[src/rtl/control_logic.sv]
// Control block of an 8259-style interrupt controller: ICW initialization sequencing,
// OCW command decode and the two-pulse INTA handshake that produces the vector byte.
module control_logic #(
    parameter logic [7:0] IMR_RESET = 8'hFF
) (
    input  logic       clk,
    input  logic       rst,
    input  logic [7:0] datatologic,
    input  logic [4:1] ICWs,
    input  logic [3:1] OCWs,
    input  logic       int_req,
    input  logic [2:0] int_level,
    input  logic       inta_n,
    output logic       INT,
    output logic       set_isr,
    output logic [2:0] ack_level,
    output logic [7:0] vector,
    output logic       vector_oe,
    output logic       eoi,
    output logic       eoi_specific,
    output logic [2:0] eoi_level,
    output logic [7:0] imr,
    output logic       ltim,
    output logic       aeoi,
    output logic       single,
    output logic [1:0] rd_sel,
    output logic       init_done
);
    typedef enum logic [2:0] {UNINIT, WAIT_ICW2, WAIT_ICW3, WAIT_ICW4, READY} init_state_t;
    typedef enum logic [1:0] {IDLE, PEND, ACK1, ACK2} inta_state_t;

    init_state_t init_state, init_next;
    inta_state_t inta_state, inta_next;

    logic       icw4_needed, icw4_needed_next;
    logic [4:0] base, base_next;
    logic       inta_prev;
    logic       aeoi_pend, aeoi_pend_next;
    logic       int_next, set_isr_next, vector_oe_next, eoi_next, eoi_specific_next;
    logic [2:0] ack_level_next, eoi_level_next;
    logic [7:0] vector_next, imr_next;
    logic       ltim_next, aeoi_next, single_next;
    logic [1:0] rd_sel_next;
    logic       inta_fall, inta_rise;
    logic       ocw_eoi, ocw_eoi_specific, aeoi_fire;

    assign inta_fall = inta_prev & ~inta_n;
    assign inta_rise = ~inta_prev & inta_n;
    assign init_done = (init_state == READY);

    always_ff @(posedge clk or posedge rst) begin
        if (rst) begin
            init_state   <= UNINIT;
            inta_state   <= IDLE;
            icw4_needed  <= 1'b0;
            base         <= 5'd0;
            inta_prev    <= 1'b1;
            aeoi_pend    <= 1'b0;
            INT          <= 1'b0;
            set_isr      <= 1'b0;
            ack_level    <= 3'd0;
            vector       <= 8'h00;
            vector_oe    <= 1'b0;
            eoi          <= 1'b0;
            eoi_specific <= 1'b0;
            eoi_level    <= 3'd0;
            imr          <= IMR_RESET;
            ltim         <= 1'b0;
            aeoi         <= 1'b0;
            single       <= 1'b0;
            rd_sel       <= 2'b01;
        end else begin
            init_state   <= init_next;
            inta_state   <= inta_next;
            icw4_needed  <= icw4_needed_next;
            base         <= base_next;
            inta_prev    <= inta_n;
            aeoi_pend    <= aeoi_pend_next;
            INT          <= int_next;
            set_isr      <= set_isr_next;
            ack_level    <= ack_level_next;
            vector       <= vector_next;
            vector_oe    <= vector_oe_next;
            eoi          <= eoi_next;
            eoi_specific <= eoi_specific_next;
            eoi_level    <= eoi_level_next;
            imr          <= imr_next;
            ltim         <= ltim_next;
            aeoi         <= aeoi_next;
            single       <= single_next;
            rd_sel       <= rd_sel_next;
        end
    end

    always_comb begin
        init_next         = init_state;
        inta_next         = inta_state;
        icw4_needed_next  = icw4_needed;
        base_next         = base;
        aeoi_pend_next    = 1'b0;
        int_next          = INT;
        set_isr_next      = 1'b0;
        ack_level_next    = ack_level;
        vector_next       = vector;
        vector_oe_next    = vector_oe;
        eoi_next          = 1'b0;
        eoi_specific_next = eoi_specific;
        eoi_level_next    = eoi_level;
        imr_next          = imr;
        ltim_next         = ltim;
        aeoi_next         = aeoi;
        single_next       = single;
        rd_sel_next       = rd_sel;
        ocw_eoi           = 1'b0;
        ocw_eoi_specific  = 1'b0;
        aeoi_fire         = aeoi_pend;

        // The ICW3 cascade byte has no consumer here; its strobe only advances the sequence.
        case (init_state)
            WAIT_ICW2: if (ICWs[2]) begin
                base_next = datatologic[7:3];
                if (!single)          init_next = WAIT_ICW3;
                else if (icw4_needed) init_next = WAIT_ICW4;
                else                  init_next = READY;
            end
            WAIT_ICW3: if (ICWs[3]) init_next = icw4_needed ? WAIT_ICW4 : READY;
            WAIT_ICW4: if (ICWs[4]) begin
                aeoi_next = datatologic[1];
                init_next = READY;
            end
            READY: begin
                if (OCWs[1]) imr_next = datatologic;
                if (OCWs[2]) begin
                    ocw_eoi          = (datatologic[7:5] == 3'b001) || (datatologic[7:5] == 3'b011);
                    ocw_eoi_specific = (datatologic[7:5] == 3'b011);
                end
                if (OCWs[3] && datatologic[1]) rd_sel_next = {datatologic[0], ~datatologic[0]};
            end
            default: ;
        endcase

        case (inta_state)
            IDLE: if (init_state == READY && int_req) begin
                inta_next = PEND;
                int_next  = 1'b1;
            end
            PEND: if (inta_fall) begin
                // A request that vanished before the acknowledge is reported as spurious level 7.
                ack_level_next = int_req ? int_level : 3'd7;
                set_isr_next   = 1'b1;
                int_next       = 1'b0;
                inta_next      = ACK1;
            end
            ACK1: if (inta_fall) begin
                vector_next    = {base, ack_level};
                vector_oe_next = 1'b1;
                inta_next      = ACK2;
            end
            ACK2: if (inta_rise) begin
                vector_oe_next = 1'b0;
                inta_next      = IDLE;
                if (aeoi) aeoi_fire = 1'b1;
            end
            default: inta_next = IDLE;
        endcase

        // A software EOI wins the shared eoi outputs; the automatic one retries next cycle.
        if (ocw_eoi) begin
            eoi_next          = 1'b1;
            eoi_specific_next = ocw_eoi_specific;
            if (ocw_eoi_specific) eoi_level_next = datatologic[2:0];
            aeoi_pend_next    = aeoi_fire;
        end else if (aeoi_fire) begin
            eoi_next          = 1'b1;
            eoi_specific_next = 1'b1;
            eoi_level_next    = ack_level;
        end

        if (ICWs[1]) begin
            ltim_next         = datatologic[3];
            single_next       = datatologic[1];
            icw4_needed_next  = datatologic[0];
            imr_next          = 8'h00;
            init_next         = WAIT_ICW2;
            inta_next         = IDLE;
            int_next          = 1'b0;
            set_isr_next      = 1'b0;
            vector_oe_next    = 1'b0;
            eoi_next          = 1'b0;
            eoi_specific_next = eoi_specific;
            eoi_level_next    = eoi_level;
            aeoi_pend_next    = 1'b0;
        end
    end
endmodule

[config.mk]
export PLATFORM = sky130hd
export DESIGN_NAME = control_logic
export DESIGN_NICKNAME = d
export VERILOG_FILES = /design/src/rtl/control_logic.sv
export SDC_FILE = /design/constraint.sdc
export NUM_CORES = 1
export LEC_CHECK = 0
export BUFFER_PORTS_ARGS = -buffer_cell sky130_fd_sc_hd__buf_2
export CORE_UTILIZATION = 54
export CTS_BUF_LIST = sky130_fd_sc_hd__clkbuf_8
export DETAILED_ROUTE_END_ITERATION = 6
export PLACE_DENSITY = 0.84
export SETUP_SLACK_MARGIN = 0.4
export SYNTH_ARGS = -nofsm -noshare
export SYNTH_HDL_FRONTEND = slang
export SYNTH_SLANG_ARGS = --single-unit
export TNS_END_PERCENT = 100
[constraint.sdc]
create_clock -name clk -period 2.5 [get_ports clk]
set_clock_uncertainty 0.15 [all_clocks]
set_input_delay 0.125 -clock clk [delete_from_list [all_inputs] [get_ports clk]]
set_output_delay 0.125 -clock clk [all_outputs]
set_load 0.02 [all_outputs]
# Yosys cells after proc, flatten, opt, wreduce, memory -nomap -nowiden
# Index checks and enable logic that the tools add are counted.
# Widths: inputs -> output; s select.
# word_totals
regBits,45
wordCells,109
inputBits,22
# op_classes
muxes,45
n_reduce_logical,22
n_eq_ne,17
bitwise,6
# ops
operator,n
$mux 3,10
$mux 8,3
$mux 1,23
$ne 3x3->1 const B,7
$reduce_and 2->1,7
$mux 2,5
$eq 3x2->1 const B,3
$pmux 3 s3,1
$reduce_and 3->1,3
$pmux 2 s4,1
$reduce_and 4->1,2
$eq 3x1->1 const B,2
$reduce_bool 2->1,3
$reduce_bool 3->1,2
$eq 2x2->1 const B,2
$not 1->1,4
$pmux 1 s2,2
$reduce_bool 4->1,1
$eq 3x3->1 const B,1
$and 1x1->1,2
$eq 2x1->1 const B,1
$logic_and 1x1->1,2
$logic_not 2->1,1
$ne 2x1->1 const B,1
$logic_or 1x1->1,1

# Logic depth before layout (Yosys ltp)
# logic_depth
ltp_word,7
depth_mapped,6
ltp_nobuf,6

# Least setup slack after synthesis
# Ideal clock, no wire load.
# synth_timing
kind,register to register
startpoint,reg init_state[1]
endpoint,reg eoi_level[0]
required_ns,2.225
path_stages_with_launch,6
path_slack_ns,0.465
arrival_time_ns,1.760
period_less_slack_ns,2.035
cell_sequence,dfrtp_1 clkbuf_1 nor3b_4 nand4b_2 a21oi_2 mux2_2
# synth_between
elab_chain_len,4
# synth_lines
element,line_no,rtl
start: declaration,32,"init_state_t init_state, init_next;"
start signal: assignment,73,init_state <= init_next;
$eq 3x3->1 (*),-,
via init_done,27,output logic init_done
$mux 1,119,case (init_state)
$ne 2x1->1 (no line) or $reduce_bool 2->1 (tied branches),-,
$reduce_and 3->1 (no line),-,
end signal: assignment,86,eoi_level <= eoi_level_next;
end: declaration,21,"output logic [2:0] eoi_level,"
# The timed path passes the listed nets; every way through them passes the cells marked *.
# A chain may end at the register's enable or synchronous reset.

# Worst setup path after layout
# layout_timing
startpoint,reg init_state[1]
endpoint,reg rd_sel[0]
# layout_between
elab_chain_len,2
# layout_lines
element,line_no,rtl
$eq 3x3->1,119,
$reduce_and 2->1 (no line),-,
end signal: assignment,91,rd_sel <= rd_sel_next;
end: declaration,26,"output logic [1:0] rd_sel,"
# No other way between the ends.

==> out/qor.json <==
{
  "run_status": {"value": "finished, final reports clean"},
  "via_count_of_the_routed_design": {"value": 1587},
  "finalSetupViolations": {"value": 0},
  "yosys_most_used_dff": {"value": "sky130_fd_sc_hd__dfrtp_1"},
  "seq_area": {"value": 1140, "unit": "um2"},
  "rsz0062_at_grt": {"value": "false"},
  "area_taken_by_multi_input_logic_gates": {"value": 876, "unit": "um2"},
  "ys_types": {"value": 36},
  "final_hold_viol_count": {"value": 0},
  "post_dp_cell_area": {"value": 2370, "unit": "um2"},
  "critPathArrivalTime": {"value": 2.12, "unit": "ns"},
  "ctsLongestPathBuffers": {"value": 2},
  "post_layout_nonfiller_instances": {"value": 299},
  "cp_slowest_stage_delay": {"value": 0.56, "unit": "ns"},
  "cts_tree": {"value": "built"},
  "grt_antenna_before_repair": {"value": 0},
  "wire_per_inst": {"value": 15.5, "unit": "um"},
  "synthesized_flop_and_latch_total": {"value": 45},
  "timing.critical_path.cells": {"value": "nor3b_4, nand3_1, mux2i_1, dlygate4sd3_1"},
  "synthMostInstantiatedCell": {"value": "sky130_fd_sc_hd__dfrtp_1"},
  "power.density_cell_area": {"value": 815, "unit": "nW/um2"},
  "mappedNetlistArea": {"value": 2050, "unit": "um2"},
  "worst_setup_path_end_kind": {"value": "flip-flop"},
  "timing.critical_path.required": {"value": 2.60, "unit": "ns"},
  "fp.coreArea": {"value": 3660, "unit": "um2"},
  "detailedRoute.firstIterationViolations": {"value": 83},
  "number_of_filler_instances_in_the_final_layout": {"value": 250},
  "worst_slack": {"value": 0.474, "unit": "ns"},
  "critPathTopFamily": {"value": "simple AND/OR/NAND/NOR gates"},
  "nNetsFinal": {"value": 277},
  "wirelength": {"value": 4.62, "unit": "mm"},
  "die_area": {"value": 4050, "unit": "um2"},
  "max-vdd-ir-drop": {"value": 603, "unit": "uV"},
  "worst_pin_slew": {"value": 0.545, "unit": "ns"},
  "timing.final.crit_share": {"value": 81.0, "unit": "%"},
  "cts.root.buffer_cell": {"value": "sky130_fd_sc_hd__clkbuf_8"},
  "report.final.slew_viol_count": {"value": 0},
  "gr-total-overflow": {"value": 0},
  "proportion_of_netlist_area_held_by_the_largest_area_contributor": {"value": 42.7, "unit": "%"},
  "grt_first_pass_wirelength": {"value": 7.55, "unit": "mm"},
  "min-delay-path-class": {"value": "input pin to flip-flop"},
  "grt_max_degree": {"value": 46},
  "numClockSinks": {"value": 45},
  "portBuffers": {"value": 54},
  "worstSetupStartpointType": {"value": "flip-flop"},
  "synth-warning-count": {"value": 0},
  "synth_edf_count": {"value": 0},
  "chipHeight": {"value": 63.6, "unit": "um"},
  "worstPathMaxFanout": {"value": 8},
  "place.detailed.hpwl": {"value": 3.12, "unit": "mm"},
  "timing_worst_setup_path_type": {"value": "flip-flop to flip-flop"},
  "initial_cell_density_of_the_core": {"value": 56.0, "unit": "%"},
  "drtAntennaViolNets": {"value": 0},
  "tritoncts_buffers": {"value": 5},
  "flow.area_growth_from_synthesis": {"value": 28.0, "unit": "%"},
  "static-leakage-power": {"value": 1.28, "unit": "nW"},
  "ys_top_cells_by_area": {"value": "sky130_fd_sc_hd__dfrtp_1, sky130_fd_sc_hd__dfstp_2, sky130_fd_sc_hd__mux2_2, sky130_fd_sc_hd__nand2_1, sky130_fd_sc_hd__ha_1"},
  "crit_buf_inv": {"value": 1},
  "final_design_area_no_fill": {"value": 2630, "unit": "um2"},
  "slew_headroom": {"value": 63.7, "unit": "%"},
  "worstSkewPairLatency": {"value": 0.30, "unit": "ns"},
  "h_tree_level_count": {"value": 2},
  "synth.net_count": {"value": 205},
  "seq_area_frac_synth": {"value": 55.5, "unit": "%"},
  "global_route.usage.total": {"value": 25.3, "unit": "%"},
  "cap_violations": {"value": 0},
  "netlist.top_cell.by_area": {"value": "sky130_fd_sc_hd__dfrtp_1"},
  "synth_commonest_cells": {"value": "sky130_fd_sc_hd__dfrtp_1, sky130_fd_sc_hd__nand2_1, sky130_fd_sc_hd__mux2_2"},
  "cp_slowest_cell": {"value": "sky130_fd_sc_hd__dlygate4sd3_1"},
  "synthCells": {"value": 178},
  "drt_pre_antenna_iters": {"value": 4},
  "chipWidth": {"value": 63.6, "unit": "um"},
  "number_of_ports_placed_on_the_die_boundary": {"value": 55},
  "placement_rows": {"value": 22},
  "first_global_vias": {"value": 1601},
  "drive_above_1_share": {"value": 40.6, "unit": "%"},
  "synth.avg_cell_area": {"value": 11.5, "unit": "um2"},
  "final_period_minus_worst_setup_slack": {"value": 2.03, "unit": "ns"},
  "setup-tns-final": {"value": 0, "unit": "ns"},
  "achievable-frequency": {"value": 494, "unit": "MHz"},
  "dp.cells": {"value": 276},
  "dp_slack": {"value": 0.448, "unit": "ns"},
  "number_of_antenna_cells_inserted": {"value": 0},
  "async_flop_share": {"value": 100, "unit": "%"},
  "gp_congestion": {"value": 0.912},
  "clk_transition_reported_paths": {"value": 0.08, "unit": "ns"},
  "vias_per_cell": {"value": 5.31},
  "drc": {"value": 0}
}
==> cells in the final DEF (no fill, tap or decap), drive strengths merged <==
| master | n |
|---|---|
| a31o | 1 |
| nor4b | 1 |
| o2111ai | 1 |
| nor3 | 1 |
| buf | 56 |
| o21bai | 1 |
| dfstp | 10 |
| inv | 10 |
| nand2b | 3 |
| nand2 | 26 |
| o31ai | 1 |
| dfrtp | 35 |
| nor2 | 5 |
| mux2i | 3 |
| o21a | 3 |
| mux2 | 23 |
| nand3 | 3 |
| a21bo | 1 |
| nor4bb | 1 |
| o211ai | 1 |
| o21ai | 7 |
| a21oi | 13 |
| clkbuf | 6 |
| a21o | 1 |
| clkinvlp | 1 |
| a31oi | 3 |
| ha | 5 |
| dlygate4sd3 | 14 |
| nor2b | 6 |
| nand4b | 2 |
| a311oi | 2 |
| o2bb2ai | 1 |
| and2 | 2 |
| nor3b | 2 |
==> final timing paths <==
check	startpoint	slack [ns]	depth (start not counted)	end
min in group asynchronous	rst	0.37	4	vector[3]
worst min register to register	imr[1]	0.32	2	imr[1]
worst max-delay path	init_state[1]	0.47	4	rd_sel[0]
worst min-delay path	int_req	0.03	3	ack_level[1]
max in group asynchronous	rst	1.45	4	inta_prev
worst max register to register	init_state[1]	0.47	4	rd_sel[0]
==> tightest hold or removal path, delay by kind of cell <==
kind	cells	cell delay (ns)
buffers and inverters	1	0.12
AOI/OAI and AO/OA	1	0.07
and+or+nand+nor	1	0.12
==> stage by stage <==
| stage | total power, mW | hold slack (ns) | utilization (%) |
|---|---|---|---|
| finish | 2.14 | 0.0291 | 71.8 |
| floorplan | 1.45 | -0.0205 | - |
| global route | 2.25 | 0.0491 | 71.8 |
| CTS | 2.14 | 0.0438 | 71.1 |
| global placement | 1.64 | 0.105 | 64.7 |
| detailed placement | 1.66 | 0.107 | 64.7 |
==> routing by layer <==
metal | routed length (um) | track usage [%] | share of wire, % | vias to the layer above
met1 | 2030 | 32.4 | 44 | 758
met5 | 0 | 0 | 0 | -
met2 | 2220 | 38.8 | 48 | 51
met4 | 150 | 14.5 | 3.2 | 0
li1 | - | - | - | 763
met3 | 216 | 6.52 | 4.7 | 15
==> area by class of cell <==
| type | count | share of cell area (%) |
|---|---|---|
| flip-flops and latches | 45 | 43.3 |
| well taps | 48 | 2.29 |
| repair buffers | 70 | 16.2 |
| clock buffers | 6 | 3.14 |
| inverters | 9 | 1.29 |
| clock inverters | 2 | 0.429 |
| multi-input cells | 119 | 33.3 |
==> report_power, final <==
part	leakage, nW	switching, mW	internal, mW
Clock	0.0486	0.237	0.220
Combinational	0.675	0.360	0.300
Sequential	0.555	0.122	0.902
Total	1.28	0.718	1.42
==> state kept, by name (all words and copies together), names as in the netlist, 2 cells and up <==
| register | cells |
|---|---|
| ack_level | 3 |
| base | 5 |
| eoi_level | 3 |
| imr | 8 |
| init_state | 3 |
| inta_state | 2 |
| rd_sel | 2 |
| vector | 8 |
==> logic make-up after synthesis <==
group / synth area share, %
fa+ha+maj: 3.05
simple gates: 13.6
compound gates: 11.2
buf+inv: 2.62
mux: 14.1
flops: 55.5
==> what timing repair did <==
action                                  CTS  global route
endpoints found under the hold margin    54             0
buffers inserted                          0             1
hold buffers                             14             0
endpoints found under the setup margin    0             3
resized for setup                         0             2
(Power assumes the default switching activity.)
